<file path="src/rtl/r_burst_sender.sv">
// r_burst_sender
// AXI read-data channel sender. Accepts one burst command (id, beats-1, resp),
// then turns a stream of data words into R beats with valid/ready handshake,
// generating r_last on the final beat and holding every r_* output stable
// while the receiver stalls.
//
// Ports
//   clk, rst                 clock, synchronous active-high reset
//   cmd_valid/ready, cmd_*   burst command channel (id, len = beats-1, resp)
//   din_valid/ready/data     data word stream, one word per beat
//   r_valid/ready, r_*       R beat output register
//   busy                     burst in progress or a beat still pending
//
// state   | meaning
// --------+--------------------------------------------------------------
// S_IDLE  | waiting for a command; data input is not consumed
// S_BURST | loading data words into the R register until the last beat
module r_burst_sender #(
    parameter int ID_WIDTH   = 4,
    parameter int DATA_WIDTH = 64,
    parameter int RESP_WIDTH = 2,
    parameter int LEN_WIDTH  = 8
) (
    input  logic                  clk,
    input  logic                  rst,
    input  logic                  cmd_valid,
    output logic                  cmd_ready,
    input  logic [ID_WIDTH-1:0]   cmd_id,
    input  logic [LEN_WIDTH-1:0]  cmd_len,
    input  logic [RESP_WIDTH-1:0] cmd_resp,
    input  logic                  din_valid,
    output logic                  din_ready,
    input  logic [DATA_WIDTH-1:0] din_data,
    output logic                  r_valid,
    output logic [ID_WIDTH-1:0]   r_id,
    output logic [DATA_WIDTH-1:0] r_data,
    output logic [RESP_WIDTH-1:0] r_resp,
    output logic                  r_last,
    input  logic                  r_ready,
    output logic                  busy
);

    typedef enum logic [0:0] {
        S_IDLE  = 1'b0,
        S_BURST = 1'b1
    } state_t;

    state_t                state_q, state_d;
    logic [ID_WIDTH-1:0]   id_q, id_d;
    logic [LEN_WIDTH-1:0]  len_q, len_d;
    logic [RESP_WIDTH-1:0] resp_q, resp_d;
    logic [LEN_WIDTH-1:0]  beat_cnt_q, beat_cnt_d;

    logic                  r_valid_q, r_valid_d;
    logic                  r_last_q, r_last_d;
    logic [ID_WIDTH-1:0]   r_id_q, r_id_d;
    logic [DATA_WIDTH-1:0] r_data_q, r_data_d;
    logic [RESP_WIDTH-1:0] r_resp_q, r_resp_d;

    always_ff @(posedge clk) begin
        if (rst) begin
            state_q    <= S_IDLE;
            id_q       <= '0;
            len_q      <= '0;
            resp_q     <= '0;
            beat_cnt_q <= '0;
            r_valid_q  <= 1'b0;
            r_last_q   <= 1'b0;
            r_id_q     <= '0;
            r_data_q   <= '0;
            r_resp_q   <= '0;
        end else begin
            state_q    <= state_d;
            id_q       <= id_d;
            len_q      <= len_d;
            resp_q     <= resp_d;
            beat_cnt_q <= beat_cnt_d;
            r_valid_q  <= r_valid_d;
            r_last_q   <= r_last_d;
            r_id_q     <= r_id_d;
            r_data_q   <= r_data_d;
            r_resp_q   <= r_resp_d;
        end
    end

    always_comb begin
        state_d    = state_q;
        id_d       = id_q;
        len_d      = len_q;
        resp_d     = resp_q;
        beat_cnt_d = beat_cnt_q;
        r_valid_d  = r_valid_q;
        r_last_d   = r_last_q;
        r_id_d     = r_id_q;
        r_data_d   = r_data_q;
        r_resp_d   = r_resp_q;
        cmd_ready  = 1'b0;
        din_ready  = 1'b0;

        // Accepted beat drains unless a load below replaces it in the same cycle.
        if (r_valid_q && r_ready) begin
            r_valid_d = 1'b0;
        end

        unique case (state_q)
            S_IDLE: begin
                cmd_ready = 1'b1;
                if (cmd_valid) begin
                    id_d       = cmd_id;
                    len_d      = cmd_len;
                    resp_d     = cmd_resp;
                    beat_cnt_d = '0;
                    state_d    = S_BURST;
                end
            end
            S_BURST: begin
                // Register is free when empty or being drained this cycle.
                din_ready = !r_valid_q || r_ready;
                if (din_valid && din_ready) begin
                    r_valid_d  = 1'b1;
                    r_data_d   = din_data;
                    r_id_d     = id_q;
                    r_resp_d   = resp_q;
                    // Equality compare keeps len = all-ones safe when the counter wraps.
                    r_last_d   = (beat_cnt_q == len_q);
                    beat_cnt_d = beat_cnt_q + 1'b1;
                    if (beat_cnt_q == len_q) begin
                        state_d = S_IDLE;
                    end
                end
            end
            default: begin
                state_d = S_IDLE;
            end
        endcase
    end

    assign r_valid = r_valid_q;
    assign r_last  = r_last_q;
    assign r_id    = r_id_q;
    assign r_data  = r_data_q;
    assign r_resp  = r_resp_q;
    assign busy    = (state_q == S_BURST) || r_valid_q;

endmodule

</file>
<file path="config.mk">
export PLATFORM = sky130hd
export DESIGN_NAME = r_burst_sender
export DESIGN_NICKNAME = d
export VERILOG_FILES = /design/src/rtl/r_burst_sender.sv
export SDC_FILE = /design/constraint.sdc
export NUM_CORES = 1
export LEC_CHECK = 0
export ABC_AREA = 1
export CAP_MARGIN = 20
export CORE_MARGIN = 2
export CORE_UTILIZATION = 38
export DETAILED_ROUTE_END_ITERATION = 10
export PLACE_DENSITY = 0.77
export SLEW_MARGIN = 20
export SYNTH_ARGS = -nofsm -noshare
export SYNTH_HDL_FRONTEND = slang
export SYNTH_SLANG_ARGS = --single-unit
export TNS_END_PERCENT = 20
</file>
<file path="constraint.sdc">
create_clock -name clk -period 1.15 [get_ports clk]
set_input_delay 0.345 -clock clk [delete_from_list [all_inputs] [get_ports clk]]
set_output_delay 0.345 -clock clk [all_outputs]
set_load 0.02 [all_outputs]
</file>
# Yosys cells after proc, flatten, opt, wreduce, memory -nomap -nowiden
# Cells that the tools add are included.
[op_classes]
add_sub_neg = 1
eq_ne = 3
muxes = 12
bitwise_logic = 1
reduce_logical = 8
[op_table]
columns = ["operator", "count"]
rows = [
  ["two-way mux 8 bit", 2],
  ["case mux 8 bit (2 select lines)", 1],
  ["adder 8 x 1 -> 8 bit, second input constant", 1],
  ["== test 8 bit", 1],
  ["two-way mux 1 bit", 8],
  ["AND reduction 2 bit", 3],
  ["logical AND 1 bit", 2],
  ["logical OR 1 bit", 2],
  ["inequality test 2 x 1 -> 1 bit, second input constant", 1],
  ["inequality test 2 bit, second input constant", 1],
  ["case mux 1 bit (2 select lines)", 1],
  ["zero test 1 bit", 1],
  ["inverter 1 bit", 1],
]
[word_totals]
ff_bits = 95
in_bits = 83
output_inout_bits = 75
wordCells = 35

# Depth between registers and ports, before layout
[logic_depth]
ltp_word = 5
mapped_depth = 8
ltp_nobuf = 8

# Worst setup path after synthesis
# No wires, ideal clock.
[synth_path]
path_type = "reg2reg"
startpoint = "register r_valid_q, in the netlist r_valid"
endpoint = "register r_valid_q, in the netlist r_valid"
setup_time_ps = 115
arrival_time_ps = 1106
t_required_ps = 1035
setup_slack_ps = -72
path_stages_with_launch = 8
path_buffers = 2
period_less_slack_ps = 1222
path_cell_list = "dfxtp_1 nand2_1 nand3_2 inv_2 buf_6 buf_6 o21ai_0 inv_1"
[synth_between]
elab_chain_cells = 5
elab_cells_between_ends = 7
cone_classes = "mux (3); reduce/logical (4)"
[synth_lines]
columns = ["item", "line_no", "text"]
rows = [
  ["start, declared", "54", "logic r_valid_q, r_valid_d;"],
  ["start signal, assigned", "78", "r_valid_q <= r_valid_d;"],
  ["zero test 1 bit", "118", "din_ready = !r_valid_q || r_ready;"],
  ["logical OR 1 bit", "118", ""],
  ["logical AND 1 bit", "119", "if (din_valid && din_ready) begin"],
  ["two-way mux 1 bit", "119", ""],
  ["two-way mux 1 bit *", "105", "unique case (state_q)"],
]
# Mark *: on every way between the ends. The rest lies on a longest branch, timed or not.
# A chain may end at the register's enable or synchronous reset.

# Worst setup path in the final report
[layout_path]
startpoint = "register r_valid_q, in the netlist r_valid"
endpoint = "output port busy"
[layout_between]
elab_chain_cells = 1
[layout_lines]
columns = ["item", "line_no", "text"]
rows = [
  ["logical OR 1 bit", "143", "assign busy = (state_q == S_BURST) || r_valid_q;"],
  ["end, declared", "40", "output logic busy"],
]
# No other way between the ends.

==> results.cfg <==
[timing]
grt_setup_unrepaired = true
setup_slack_ps = -271.3
fmax_ghz = 0.7036
period_share = 1.236
finalHoldViolations = 0
relSlewSlack = 0.8433
skew_ps = 11.40
tightestPinTransition_ps = 233.7
slew_violations = 0
setup_viol = 150
fin_crit_ps = 1421

[status]
status = finished with violations
violations = setup timing

[global_route]
grt_first_pass_wirelength_mm = 15.69
antenna_found_initial = 0
grt_max_degree = 48
grt_overflow = 0
grt_usage = 0.1886
first_global_vias = 3425

[floorplan]
core_area_um2 = 9196
start_util = 0.3903
dieArea_um2 = 10240
die_x_um = 101.2
rows = 35
ios = 158
chipHeight_um = 101.2

[setup_path]
path_buf_inv = 1
worstSetupEndpointType = output pin
crit_chain = or2_4, buf_6
critPathMaxStageDelay_ps = 340
startpoint = r_valid
r2r_setup_slack_ps = -210
cpLargestDelayFamily = flip-flops
cp_data_arrival_time_ps = 1080
crit_fanout = 3
start_kind = flop
worstSetupPathType = flop to output pin
required_ps = 810
reg2reg_from = r_valid
critPathSlowestCell = dfxtp_2

[pwr]
peakVddDrop_uv = 746.6
p_leak_uw = 0.002694
power_density_nw_per_um2 = 1137
p_total_uw = 7536

[synthesis]
synth_ff_type = dfxtp_1
synthTopCellsByArea = dfxtp_1 (53%), nand2_1 (18%), a21oi_1 (10%)
syn_nets = 551
ys_seq_area_frac = 0.5298
netlist_top_cells_count = nand2_1 (170), dfxtp_1 (95), a21oi_1 (75)
syn_area_um2 = 3590
ys_seq_elements = 95
synth_cells = 467
yosysMostFrequentCell = nand2_1
synth_edf_count = 0
yosys_warnings = 0
async_flop_share = 0
syn_avg_cell_area_um2 = 7.687
yosysTopAreaCell = dfxtp_1
ys_types = 22
yosys.area.top_type_share = 0.5298

[routing]
viasPerCell = 5.013
drt_iter0_drc = 141
num_vias = 3855
ant_nets = 0
drt-total-wl_mm = 12.46
drc = 0
drtPass1Iterations = 4
wl_per_cell_um = 16.20

[cells_and_area]
nets = 737
diodes = 0
fill_cells = 670
area_growth_pct = 84.66
drive_gt1_frac = 0.4787

[clocking]
clock-sinks = 95
clk_pin_slew_ps = 100
cts_tree = yes
numCtsBuffers = 9
clock_latency_ps = 360
cts_buffer_depth = 2
h-tree-depth = 3
cts_root_buffer = clkbuf_8

[placed_design]
hpwl_mm = 6.975
dp_slack_ps = -818.6
numPortBuffers = 157
gp_congestion = 0.7560

[min_path]
hold_start = rst
min-delay-path-class = primary input to flop

[flow_run]
drv_cap = 0
-- routing by layer --
layer,wire [um],track usage,part of all wire
met5,0,0,0
met4,232,0.06965,0.019
met3,580,0.02968,0.047
met2,6467,0.3337,0.52
met1,5176,0.2312,0.42
-- timing repair --
item                                   4_1_cts  5_1_grt
endpoints found under the hold margin        0        0
setup buffers                                4        5
gates cloned                                 0       13
resized for setup                          526      134
setup endpoints to repair                  167      169
pin swaps                                   11       30
hold buffers                                 0        0
-- flip-flops by register name, summed over array words and instances, names as in the netlist --
| register | flops |
|---|---|
| state_q | 1 |
| r_data | 64 |
| beat_cnt_q | 8 |
| r_valid | 1 |
| r_last | 1 |
| len_q | 8 |
| r_id | 4 |
| resp_q | 2 |
| r_resp | 2 |
| id_q | 4 |
-- final cells by class --
class,count,area [um2],share of cell area
multi-input cells,326,1824,0.2752
repair buffers,203,2364,0.3565
flip-flops and latches,95,1999,0.3016
well taps,111,138.9,0.02095
inverters,18,87.58,0.01321
clock inverters,5,63.81,0.009626
clock buffers,11,151.4,0.02284
-- worst register-to-register path, cell delays in order, from the launching register on --
cell	delay, ps
dfxtp_2	360
nand2_2	70
buf_6	110
nand3_4	150
clkinv_8	110
buf_8	150
clkbuf_16	170
nand2_2	80
a21oi_2	60
-- worst paths after layout --
check,to,depth (start not counted)
worst max-delay path,busy,2
worst min-delay path,r_last,3
worst max register to register,r_data[39],8
worst min register to register,r_data[58],2
-- placed cells by master, fill, tap and decap left out, types with 2 or more instances in the layout --
cell type / synthesis / final
a21oi_1: 75 / 46
a21oi_2: 9 / 38
buf_12: 0 / 11
buf_4: 8 / 19
buf_6: 2 / 78
buf_8: 0 / 2
clkbuf_16: 0 / 10
clkbuf_8: 0 / 11
clkdlybuf4s50_1: 0 / 80
clkinv_4: 0 / 2
dfxtp_1: 95 / 21
dfxtp_2: 0 / 72
dfxtp_4: 0 / 2
inv_1: 15 / 14
inv_6: 0 / 2
nand2_1: 170 / 128
nand2_2: 9 / 28
nand2_4: 0 / 23
nand3_1: 4 / 4
nor2_1: 28 / 24
nor2_2: 0 / 4
o21ai_0: 23 / 15
o21ai_1: 0 / 5
o21ai_2: 0 / 3
xor2_1: 2 / 2
-- cell families (layout without fill, tap and decap cells) --
kind of cell,count (synthesis),after routing,share of synthesized area
xor+xnor,3,3,0.007321
buf+inv,46,237,0.06379
compound gates,109,109,0.1628
flops,95,95,0.5298
fa+ha+maj,1,1,0.003485
simple gates,213,213,0.2328
-- report_power, final --
part           total, uW  leakage (uW)  internal [uW]  switching [uW]
Sequential          3570      0.000809           3460             112
Clock               2350      0.000106           1140            1210
Combinational       1620       0.00178            872             744
-- stage by stage --
stage / instances / hold slack, ps / utilization / setup TNS (ps) / area [um2]
floorplan: 467 / 440.4 / - / -1.497 / 3591
global placement: 731 / 450.4 / 0.5888 / -60090 / 5415
detailed placement: 731 / 452.6 / 0.5888 / -62670 / 5415
CTS: 751 / 277.7 / 0.6377 / -7590 / 5864
global route: 769 / 309.6 / 0.7208 / -18920 / 6629
finish: 769 / 296.6 / 0.7208 / -12830 / 6629
Power figures use the tool's default switching activity.
